### config.mk
export PLATFORM = sky130hd
export DESIGN_NAME = muldiv_seq_ctrl
export DESIGN_NICKNAME = d
export VERILOG_FILES = /design/src/rtl/muldiv_seq_ctrl.sv
export SDC_FILE = /design/constraint.sdc
export NUM_CORES = 1
export LEC_CHECK = 0
export ABC_AREA = 1
export ABC_CLOCK_PERIOD_IN_PS = 9000
export CORE_ASPECT_RATIO = 1.5
export CORE_UTILIZATION = 45
export DETAILED_ROUTE_END_ITERATION = 6
export GPL_TIMING_DRIVEN = 1
export PLACE_DENSITY = 0.68
export SLEW_MARGIN = 5
export SYNTH_ARGS = -nofsm -noshare
export SYNTH_HDL_FRONTEND = slang
export SYNTH_SLANG_ARGS = --single-unit
export TNS_END_PERCENT = 50
### constraint.sdc
create_clock -name clk -period 9 [get_ports clk]
set_input_delay 1.8 -clock clk [delete_from_list [all_inputs] [get_ports clk]]
set_output_delay 1.8 -clock clk [all_outputs]
set_load 0.02 [all_outputs]
### src/rtl/muldiv_seq_ctrl.sv
// Multi-cycle MULT/MULTU/DIV/DIVU sequencer beside EX: radix-2 shift-add multiply
// and restoring divide, one iteration per cycle, single HI/LO write on completion.
module muldiv_seq_ctrl #(
  parameter int WIDTH = 32,
  parameter int CNTW  = 6
) (
  input  logic             clk,
  input  logic             rst,
  input  logic             start,
  input  logic [1:0]       op,
  input  logic [WIDTH-1:0] opdata1,
  input  logic [WIDTH-1:0] opdata2,
  input  logic             annul,
  output logic             stall_req,
  output logic             done,
  output logic             hilo_we,
  output logic [WIDTH-1:0] hi_o,
  output logic [WIDTH-1:0] lo_o,
  output logic [1:0]       state_dbg
);

  typedef enum logic [1:0] {
    S_IDLE = 2'd0,
    S_CALC = 2'd1,
    S_DONE = 2'd2
  } state_t;

  state_t            state;
  logic [CNTW-1:0]   cnt;
  logic [WIDTH-1:0]  opb;      // multiplicand or divisor (magnitude)
  logic [WIDTH-1:0]  acc_hi;   // product high / partial remainder
  logic [WIDTH-1:0]  acc_lo;   // multiplier bits / quotient bits
  logic              sign1;
  logic              sign2;
  logic              is_div;
  logic              is_signed;

  // Issue-time decode and operand magnitudes
  logic              op_signed;
  logic [WIDTH-1:0]  abs1;
  logic [WIDTH-1:0]  abs2;

  always_comb begin
    op_signed = ~op[0];
    abs1      = (op_signed && opdata1[WIDTH-1]) ? -opdata1 : opdata1;
    abs2      = (op_signed && opdata2[WIDTH-1]) ? -opdata2 : opdata2;
  end

  // One iteration of the selected algorithm
  logic [WIDTH:0]    add_sum;
  logic [WIDTH:0]    rem_sh;
  logic [WIDTH:0]    rem_sub;
  logic [WIDTH-1:0]  nxt_hi;
  logic [WIDTH-1:0]  nxt_lo;

  always_comb begin
    add_sum = {1'b0, acc_hi};
    rem_sh  = {acc_hi, acc_lo[WIDTH-1]};
    rem_sub = rem_sh - {1'b0, opb};
    nxt_hi  = acc_hi;
    nxt_lo  = acc_lo;
    if (is_div) begin
      if (rem_sh >= {1'b0, opb}) begin
        nxt_hi = rem_sub[WIDTH-1:0];
        nxt_lo = {acc_lo[WIDTH-2:0], 1'b1};
      end else begin
        nxt_hi = rem_sh[WIDTH-1:0];
        nxt_lo = {acc_lo[WIDTH-2:0], 1'b0};
      end
    end else begin
      if (acc_lo[0]) add_sum = {1'b0, acc_hi} + {1'b0, opb};
      nxt_hi = add_sum[WIDTH:1];
      nxt_lo = {add_sum[0], acc_lo[WIDTH-1:1]};
    end
  end

  // Sign restoration applied to the result of the final iteration
  logic [2*WIDTH-1:0] prod;
  logic [WIDTH-1:0]   fin_hi;
  logic [WIDTH-1:0]   fin_lo;

  always_comb begin
    prod   = {nxt_hi, nxt_lo};
    fin_hi = nxt_hi;
    fin_lo = nxt_lo;
    if (is_signed) begin
      if (is_div) begin
        if (sign1 ^ sign2) fin_lo = -nxt_lo;
        if (sign1)         fin_hi = -nxt_hi;
      end else if (sign1 ^ sign2) begin
        prod   = -{nxt_hi, nxt_lo};
        fin_hi = prod[2*WIDTH-1:WIDTH];
        fin_lo = prod[WIDTH-1:0];
      end
    end
  end

  always_ff @(posedge clk) begin
    if (rst) begin
      state     <= S_IDLE;
      cnt       <= '0;
      opb       <= '0;
      acc_hi    <= '0;
      acc_lo    <= '0;
      sign1     <= 1'b0;
      sign2     <= 1'b0;
      is_div    <= 1'b0;
      is_signed <= 1'b0;
      done      <= 1'b0;
      hi_o      <= '0;
      lo_o      <= '0;
    end else begin
      done <= 1'b0;
      hi_o <= '0;
      lo_o <= '0;
      case (state)
        S_IDLE: begin
          if (start && !annul) begin
            cnt       <= '0;
            is_div    <= op[1];
            is_signed <= op_signed;
            sign1     <= op_signed & opdata1[WIDTH-1];
            sign2     <= op_signed & opdata2[WIDTH-1];
            acc_hi    <= '0;
            if (op[1]) begin
              opb    <= abs2;
              acc_lo <= abs1;
            end else begin
              opb    <= abs1;
              acc_lo <= abs2;
            end
            if (op[1] && (opdata2 == '0)) begin
              state <= S_DONE;
              done  <= 1'b1;
            end else begin
              state <= S_CALC;
            end
          end
        end
        S_CALC: begin
          if (annul) begin
            state <= S_IDLE;
          end else begin
            acc_hi <= nxt_hi;
            acc_lo <= nxt_lo;
            cnt    <= cnt + 1'b1;
            if (cnt == CNTW'(WIDTH - 1)) begin
              state <= S_DONE;
              done  <= 1'b1;
              hi_o  <= fin_hi;
              lo_o  <= fin_lo;
            end
          end
        end
        default: begin
          // Start stays high here for the same instruction; it is not a new op.
          state <= S_IDLE;
        end
      endcase
    end
  end

  assign stall_req = ((state == S_IDLE) && start && !annul) ||
                     ((state == S_CALC) && !annul);
  assign hilo_we   = done;
  assign state_dbg = state;

endmodule

==> impl_metrics.py <==
metrics = {
    "status": {
        "status": "finished, final reports clean",
    },
    "place": {
        "place_ws_ns": 2.25,
        "dpl.cell_count": 3378,
        "gp_congestion": 1.00,
        "placed_cell_area_um2": 18100,
        "dp_hpwl_um": 55500,
        "io_buffer_count": 138,
    },
    "timing": {
        "hold_viol_final": 0,
        "slew_headroom_pct": 26.0,
        "finalMaxSlewViolations": 0,
        "min_period_ns": 6.88,
        "fin_hold_ws_ns": 0.489,
        "fin_ws_ns": 2.12,
        "rsz0062_at_grt": "false",
        "tightest_slew_ns": 1.11,
        "post-route-period-util_pct": 76.5,
        "fmax_ghz": 0.145,
        "finClkSkew_ns": 0.0213,
        "tns_ns": 0,
        "setup_viol": 0,
    },
    "yosys": {
        "dominantRegCellSynth": "dfxtp_1",
        "ys_seq_area_share_pct": 21.0,
        "syn_nets": 2984,
        "synthArstFlopShare_pct": 0,
        "yosys.cell_types.count": 58,
        "synth_edf_count": 0,
        "yosysWarnings": 0,
        "synth_seq_cells": 173,
        "avgSynthCellArea_um2": 5.79,
        "synthesis.area_um2": 16500,
        "synth_cells": 2843,
    },
    "clock_network": {
        "hold_buffers": 0,
        "htreeDepth": 4,
        "numCtsBuffers": 17,
        "cts_tree": "done",
        "clk_path_buf_depth": 2,
        "post-cts-setup-buffer-count": 0,
        "clkSlewWorstSetupHoldPaths_ns": 0.07,
        "cts_sinks": 173,
        "clkLatencyLatePin_ns": 0.48,
        "post_cts_resized": 0,
        "cts-root-buf": "clkbuf_16",
    },
    "global_routing": {
        "antenna_found_initial": 3,
        "grt_util_all_layers_pct": 38.7,
        "grtUsageMet3_pct": 6.60,
        "grt.busiest_layer": "met2",
        "grt_start_max_net_pins": 69,
        "use_met2_pct": 65.7,
        "grt_pass1_wl_um": 107000,
        "overflow": 0,
        "grt_pass1_vias": 18300,
        "gr-usage-met1_pct": 41.7,
    },
    "cells_and_area": {
        "nNetsFinal": 3060,
        "final_common_cell": "nand2_1",
        "mostFrequentLayoutCells": "778 x nand2_1, 412 x inv_1, 306 x nor2_1",
        "fin_area_um2": 18800,
        "final_cells": 3411,
        "area_delta_synth_final_pct": 14.1,
        "drive_above_1_share_pct": 6.00,
    },
    "setup_path": {
        "critPathKind": "in2out",
        "cp_data_arrival_time_ns": 5.08,
        "path_max_fanout": 68,
        "cp.required_ns": 7.20,
        "end_kind": "output port",
        "r2r_cells": 28,
        "critPathLaunchType": "primary input",
    },
    "power": {
        "p_leak_nw": 8.86,
        "p_per_area_nw_per_um2": 139,
        "irDropWorstVdd_mv": 0.110,
    },
    "detailed_routing": {
        "routed_wl_um": 70600,
        "vias": 19100,
        "drt_first_iter_violations": 1686,
        "drc": 0,
        "ant_nets": 0,
        "vias_per_cell": 5.59,
        "wire_per_inst_um": 20.7,
        "dr.pass1.iters": 6,
    },
    "floorplan": {
        "start_util_pct": 45.8,
        "io_pins": 139,
        "core_area_um2": 35900,
        "row_count": 85,
        "die_area_um2": 37300,
        "die_y_um": 236,
        "die_w_um": 158,
    },
    "worst_hold_path": {
        "hold_depth": 2,
        "hold_class": "reg2reg",
    },
    "job": {
        "timing.max_cap.violations": 0,
    },
}
## sequential cells by signal (all words and copies together), names as in the netlist
register / cells
is_div: 1
opb: 32
acc_hi: 32
sign2: 1
sign1: 1
state_dbg: 2
acc_lo: 32
lo_o: 32
cnt: 6
is_signed: 1
hi_o: 32
done: 1
## final cells by class
class / instances / area [um2]
Fill cell: 3886 / 17200
Clock buffer: 17 / 425
Multi-Input combinational cell: 2142 / 11000
Inverter: 431 / 1620
Sequential cell: 173 / 3470
Timing Repair Buffer: 154 / 1500
Tap cell: 478 / 598
Clock inverter: 15 / 213
Antenna cell: 1 / 2.50
## per-layer routing
metal | part of all wire (%) | wire, um
met1 | 36 | 25300
met2 | 48 | 34000
met3 | 6.5 | 4610
met4 | 9.4 | 6600
met5 | 0.011 | 8
## worst max-delay path, cell delays in order
cell	delay (ns)
clkdlybuf4s50_1	0.53
nor2_2	0.05
buf_4	0.33
nor2_4	0.15
buf_4	0.62
clkinv_1	0.81
clkdlybuf4s50_1	0.75
## per-stage QoR
step	total power [mW]	util, %
4_1_cts	2.59	52.2
3_5_place_dp	1.79	50.5
6_report	2.62	52.2
3_3_place_gp	1.78	50.5
5_1_grt	2.75	52.2
2_1_floorplan	1.50	-
## cell usage after synthesis, types with 11 or more instances
library cell,n,share of area [%]
or2_2,19,0.72
o22ai_1,12,0.46
nand3_1,202,6.1
nor2_1,309,7.0
nand4_1,25,0.95
inv_2,16,0.37
nand2_1,778,18
inv_1,413,9.4
clkbuf_1,64,1.5
xor2_1,44,2.3
o21ai_0,150,4.6
nor2_4,11,0.75
nor3_1,33,1.0
xnor2_1,37,2.0
o211ai_1,32,1.5
nand2_2,29,1.1
buf_2,13,0.40
nor2_2,20,0.76
o221ai_1,11,0.59
a21oi_1,217,6.6
dfxtp_1,173,21
ha_1,69,5.2
o21ai_1,19,0.58
## cells by family after synthesis
family	after synthesis	synth area share [%]
xor gates and xnor gates	81	4.31
AOI/OAI and AO/OA	521	18.2
muxes	4	0.243
DFF	173	21.0
buffers and inverters	528	12.5
and+or+nand+nor	1465	38.3
adders and majority gates	71	5.49
## report_power, final
group,leakage [nW],total (mW),switching (mW),internal [mW]
Clock,0.303,0.809,0.420,0.389
Combinational,7.15,0.981,0.684,0.297
Sequential,1.40,0.827,0.0380,0.789
Total,8.86,2.62,1.14,1.48
## path summary, 6_finish.rpt
| path | from | end | slack (ns) |
|---|---|---|---|
| min reg2reg | cnt[2] | cnt[2] | 0.49 |
| max | annul | stall_req | 2.12 |
| min | cnt[2] | cnt[2] | 0.49 |
| max reg2reg | opb[30] | hi_o[28] | 3.48 |
Power figures use the tool's default switching activity.
